`config.mk`:
```
export PLATFORM = sky130hd
export DESIGN_NAME = cc_round_robin_encoder_flat
export DESIGN_NICKNAME = d
export VERILOG_FILES = /design/src/rtl/cc_basics_pkg.sv /design/src/rtl/cc_round_robin_encoder_if.sv /design/src/rtl/CC_Decoder.sv /design/src/rtl/cc_rr_search.sv /design/src/rtl/cc_round_robin_encoder.sv /design/src/flat_wrapper.sv
export SDC_FILE = /design/constraint.sdc
export NUM_CORES = 1
export LEC_CHECK = 0
export ABC_AREA = 1
export CAP_MARGIN = 20
export CORE_MARGIN = 2
export CORE_UTILIZATION = 25
export CTS_CLUSTER_SIZE = 16
export DETAILED_ROUTE_END_ITERATION = 7
export PLACE_DENSITY_LB_ADDON = 0.15
export SLEW_MARGIN = 20
export SYNTH_ARGS = -nofsm -noshare
export SYNTH_HDL_FRONTEND = slang
export SYNTH_SLANG_ARGS = --single-unit
```
`constraint.sdc`:
```
create_clock -name clk -period 5.8 [get_ports clk]
set_input_delay 1.16 -clock clk [delete_from_list [all_inputs] [get_ports clk]]
set_output_delay 1.16 -clock clk [all_outputs]
set_load 0.02 [all_outputs]
```
`src/rtl/cc_basics_pkg.sv`:
```
// Shared constants for the cc_* building blocks.
// Holds the round-robin encoder state encodings.
package cc_basics_pkg;

    localparam logic CC_RR_IDLE  = 1'b0;
    localparam logic CC_RR_GRANT = 1'b1;

endpackage

```
`src/rtl/cc_round_robin_encoder_if.sv`:
```
// Request/grant bundle of the round-robin encoder.
// master: requesters/consumer (drive req, ack); slave: encoder (drives valid, index, grant).
interface cc_round_robin_encoder_if #(
    parameter int WIDTH = 2
);

    logic [(1<<WIDTH)-1:0] req;
    logic                  ack;
    logic                  valid;
    logic [WIDTH-1:0]      index;
    logic [(1<<WIDTH)-1:0] grant;

    modport master (
        output req, ack,
        input  valid, index, grant
    );

    modport slave (
        input  req, ack,
        output valid, index, grant
    );

endinterface

```
`src/rtl/CC_Decoder.sv`:
```
// Binary to one-hot decoder.
// sel: binary input; onehot: 2^WIDTH output with bit sel set.
module CC_Decoder #(
    parameter int WIDTH = 2
) (
    input  logic [WIDTH-1:0]      sel,
    output logic [(1<<WIDTH)-1:0] onehot
);

    always_comb begin
        onehot      = '0;
        onehot[sel] = 1'b1;
    end

endmodule

```
`src/rtl/cc_rr_search.sv`:
```
// Combinational rotating-priority search over a request vector.
// req/start/excl_en/excl in; hit and idx (first set bit from start) out.
module cc_rr_search #(
    parameter int WIDTH = 2
) (
    input  logic [(1<<WIDTH)-1:0] req,
    input  logic [WIDTH-1:0]      start,
    input  logic                  excl_en,
    input  logic [WIDTH-1:0]      excl,
    output logic                  hit,
    output logic [WIDTH-1:0]      idx
);

    logic [WIDTH-1:0] pos;

    always_comb begin
        hit = 1'b0;
        idx = '0;
        pos = '0;
        // pos wraps naturally in WIDTH bits
        for (int i = 0; i < (1<<WIDTH); i++) begin
            pos = start + WIDTH'(i);
            if (!hit && req[pos] && !(excl_en && pos == excl)) begin
                hit = 1'b1;
                idx = pos;
            end
        end
    end

endmodule

```
`src/rtl/cc_round_robin_encoder.sv`:
```
// Registered round-robin priority encoder holding index/grant until ack.
// clk, reset (async, active-high), bus: slave side of the request/grant bundle.
module cc_round_robin_encoder #(
    parameter int WIDTH = 2
) (
    input  logic                     clk,
    input  logic                     reset,
    cc_round_robin_encoder_if.slave  bus
);

    import cc_basics_pkg::*;

    logic             state_q, state_d;
    logic [WIDTH-1:0] ptr_q, ptr_d;
    logic [WIDTH-1:0] index_q, index_d;

    logic             srch_excl_en;
    logic [WIDTH-1:0] srch_start;
    logic             srch_hit;
    logic [WIDTH-1:0] srch_idx;

    logic [(1<<WIDTH)-1:0] dec;

    cc_rr_search #(.WIDTH(WIDTH)) u_search (
        .req     (bus.req),
        .start   (srch_start),
        .excl_en (srch_excl_en),
        .excl    (index_q),
        .hit     (srch_hit),
        .idx     (srch_idx)
    );

    always_comb begin
        state_d      = state_q;
        ptr_d        = ptr_q;
        index_d      = index_q;
        srch_start   = ptr_q;
        srch_excl_en = 1'b0;

        if (state_q == CC_RR_GRANT) begin
            // Regrant search starts after the current holder and skips it
            srch_start   = index_q + 1'b1;
            srch_excl_en = 1'b1;
            if (bus.ack) begin
                ptr_d = index_q + 1'b1;
                if (srch_hit) begin
                    index_d = srch_idx;
                end else begin
                    state_d = CC_RR_IDLE;
                end
            end else if (!bus.req[index_q]) begin
                // Withdrawal: no same-cycle regrant
                ptr_d   = index_q + 1'b1;
                state_d = CC_RR_IDLE;
            end
        end else begin
            if (srch_hit) begin
                index_d = srch_idx;
                state_d = CC_RR_GRANT;
            end
        end
    end

    always_ff @(posedge clk or posedge reset) begin
        if (reset) begin
            state_q <= CC_RR_IDLE;
            ptr_q   <= '0;
            index_q <= '0;
        end else begin
            state_q <= state_d;
            ptr_q   <= ptr_d;
            index_q <= index_d;
        end
    end

    CC_Decoder #(.WIDTH(WIDTH)) u_dec (
        .sel    (index_q),
        .onehot (dec)
    );

    assign bus.valid = state_q;
    assign bus.index = index_q;
    assign bus.grant = dec & {(1<<WIDTH){state_q}};

endmodule
```
`src/flat_wrapper.sv`:
```
// flat-port wrapper written by rule: the top's interface ports become plain ports
module cc_round_robin_encoder_flat import cc_basics_pkg::*;
#(
    parameter int WIDTH = 2
)
  (clk, reset, bus_req, bus_ack, bus_valid, bus_index, bus_grant);
  cc_round_robin_encoder_if #(.WIDTH(WIDTH)) bus_i ();
  input  logic clk;
  input  logic reset;
  input wire logic [$bits(bus_i.req)-1:0] bus_req;
  input wire logic [$bits(bus_i.ack)-1:0] bus_ack;
  output wire logic [$bits(bus_i.valid)-1:0] bus_valid;
  output wire logic [$bits(bus_i.index)-1:0] bus_index;
  output wire logic [$bits(bus_i.grant)-1:0] bus_grant;
  assign bus_i.req = bus_req;
  assign bus_i.ack = bus_ack;
  assign bus_valid = bus_i.valid;
  assign bus_index = bus_i.index;
  assign bus_grant = bus_i.grant;
  cc_round_robin_encoder #(.WIDTH(WIDTH)) u_core (.clk(clk), .reset(reset), .bus(bus_i));
endmodule
```
==> flow_metrics.py <==
metrics = {
    "logic_synthesis": {
        "synth.avg_cell_area_um2": 6.233,
        "ys_warn_count": 0,
        "syn_nets": 121,
        "synth_fa_ha_area_share_pct": 7.299,
        "synth_top_family_by_area": "simple AND/OR/NAND/NOR gates",
        "ys_top_cells_by_area": "nand2_1 (24%), dfrtp_1 (18%), inv_1 (9.3%), ha_1 (7.3%), nand2_2 (7.3%)",
        "synth.largest_area_cell": "nand2_1",
        "ys_seq_area_share_pct": 18.25,
        "synth_top_area_share_pct": 23.54,
        "ys_types": 18,
        "syn-instance-count": 110,
        "yosys.area_share.xor_xnor_pct": 0,
        "ys_seq_elements": 5,
        "syn_area_um2": 685.7,
        "synthMuxAreaShare_pct": 0,
        "synth_compound_area_share_pct": 8.759,
        "synth_simple_gate_area_share_pct": 54.20,
    },
    "timing": {
        "setup_viol_count_final": 0,
        "relSlewSlack_pct": 58.69,
        "timing.final.crit_share_pct": 50.66,
        "rsz0062_at_grt": "false",
        "finalClockSkew_ns": 0.001108,
        "finalHoldViolCount": 0,
        "slew_violations": 0,
        "fmax_ghz": 0.3404,
        "worst_pin_slew_ns": 0.6196,
        "layout_min_cycle_time_ns": 2.938,
        "fin_tns_setup_ns": 0,
    },
    "worst_setup_path": {
        "end_kind": "output pin",
        "worstSetupPathType": "flip-flop to output pin",
        "r2r_cells": 14,
        "r2r_start": "u_core.bus.index[0]",
        "path_delay_family": "buffers and inverters",
        "required_ns": 4.64,
        "critPathArrivalTime_ns": 1.78,
        "cp-start-kind": "flip-flop",
        "crit_buf_inv": 3,
        "path_cells": "inv_1 > ha_1 > nand2_1 > inv_1 > clkdlybuf4s50_1",
        "slowest_delay_ns": 0.59,
        "r2r_slack_ns": 3.50,
        "worst_path_max_delay_cell": "clkdlybuf4s50_1",
        "cp_max_fo": 9,
        "crit_path_frequent_cell": "inv_1",
        "r2r_end": "u_core.bus.index[1]",
    },
    "global_routing": {
        "grt_util_met2_pct": 16.64,
        "antenna_found_initial": 0,
        "top_usage_layer": "met2",
        "grt_max_degree": 17,
        "grtUsageMet3_pct": 2.074,
        "grt_pass1_wl_um": 2815,
        "grt_usage_pct": 11.06,
        "gr-total-overflow": 0,
        "met1_usage_pct": 15.60,
        "grt_pass1_vias": 604,
    },
    "route": {
        "drtIter0Drc": 11,
        "vias": 657,
        "vias_per_cell": 4.212,
        "route.antenna.remaining_nets": 0,
        "drc": 0,
        "dr.pass1.iters": 4,
        "wl_um": 1582,
        "routedWlPerCell_um": 10.14,
    },
    "floorplan": {
        "rows": 18,
        "die_w_um": 56.37,
        "ioPinCount": 14,
        "start_util_pct": 26.94,
        "die_y_um": 56.37,
        "core_um2": 2545,
        "dieArea_um2": 3178,
    },
    "final_layout": {
        "nets": 138,
        "antenna_cells": 0,
        "area_delta_synth_final_pct": 26.64,
        "drive_above_1_share_pct": 19.05,
        "final_cell_mix": "nand2_1 (43), inv_1 (17), clkdlybuf4s50_1 (13), nand2_2 (8), nand3_1 (7)",
        "final_common_cell": "nand2_1",
    },
    "placement": {
        "dpl.hpwl_um": 1274,
        "port_buffers": 13,
        "place_congestion": 0.8055,
    },
    "run_status": {
        "status": "complete, no violations",
    },
    "worst_hold_path": {
        "min_to": "u_core.ptr_q[1]",
        "worstHoldStart": "u_core.ptr_q[1]",
        "hp-class": "flip-flop to flip-flop",
        "min_path_cells": 2,
    },
    "clock_tree": {
        "cts_setup_buffers": 0,
        "numCtsBuffers": 3,
        "cts_sinks": 5,
        "clock_latency_ns": 0.24,
        "cts_tree": "built",
        "ctsResizeCount": 0,
        "root_buffer": "clkbuf_4",
        "cts_max_level": 1,
        "clock_path_buffers": 2,
        "clk_pin_slew_ns": 0.04,
        "ctsHoldBuffers": 0,
    },
    "job": {
        "maxCapViolations": 0,
    },
}
## through the flow
step	cell area, µm²	hold WS, ns	util (%)	instances	setup WS (ns)
3_3_place_gp	842.1	0.5037	33.09	152	3.092
2_1_floorplan	685.7	0.4746	-	110	3.605
6_report	868.3	0.5248	34.12	156	2.862
5_1_grt	868.3	0.5714	34.12	156	2.695
4_1_cts	868.3	0.5233	34.12	156	2.833
3_5_place_dp	842.1	0.5167	33.09	152	3.101
## layer usage
layer	vias to the layer above	part of all wire, %
met5	-	0
met4	0	0
met3	0	2.7
met2	7	46
met1	281	51
li1	369	-
## state kept, by name, summed over array words and instances (netlist names)
| signal | cells |
|---|---|
| u_core.ptr_q | 2 |
| u_core.bus.index | 2 |
| u_core.bus.valid | 1 |
## worst register-to-register path, cell delays in order (launching register included)
cell     delay [ns]
dfrtp_1        0.50
inv_1          0.16
ha_1           0.37
inv_1          0.09
nand2_1        0.05
nand2_1        0.17
nand2_1        0.10
nand3_1        0.13
nand2_1        0.10
a21oi_2        0.16
nand3_2        0.11
nor2_1         0.11
nor2_1         0.05
nand2_1        0.05
nand2_1        0.05
## worst max-delay path by stage
| stage | from | endpoint | slack, ns | depth (start not counted) |
|---|---|---|---|---|
| 3_5_place_dp | u_core.bus.index[0] | bus_grant[2] | 3.10 | 5 |
| 3_3_place_gp | u_core.bus.index[0] | bus_grant[2] | 3.09 | 5 |
| 5_1_grt | u_core.bus.index[0] | bus_grant[0] | 2.70 | 5 |
| 4_1_cts | u_core.bus.index[0] | bus_grant[2] | 2.83 | 5 |
| 2_1_floorplan | u_core.bus.index[0] | bus_grant[0] | 3.61 | 4 |
| 6_report | u_core.bus.index[0] | bus_grant[2] | 2.86 | 5 |
## synth_stat cells
master and count:
nand3_1 7, dfrtp_1 5, nor2_4 1, nand2_2 8
nand3b_1 1, nor2_1 3, o21ai_0 5, nand2_1 43
nand2_4 4, a21oi_2 1, inv_2 1, o21ai_2 1
buf_6 1, a21oi_1 2, nand3_2 5, a22oi_1 1
inv_1 17, ha_1 4
## kinds of logic after synthesis
family          count (synthesis)
buf+inv                        19
simple gates                   72
compound gates                 10
fa+ha+maj                       4
flops                           5
## final cells by class
cell class	count	area (µm²)
clock buffers	4	26.28
fillers	295	1677
inverters	18	67.56
multi-input cells	86	481.7
flip-flops and latches	5	125.1
well taps	30	37.54
repair buffers	13	130.1
Power is left out: the tool's default activity adds up to more than one toggle a clock period on the data nets, which glitch-free logic cannot reach.
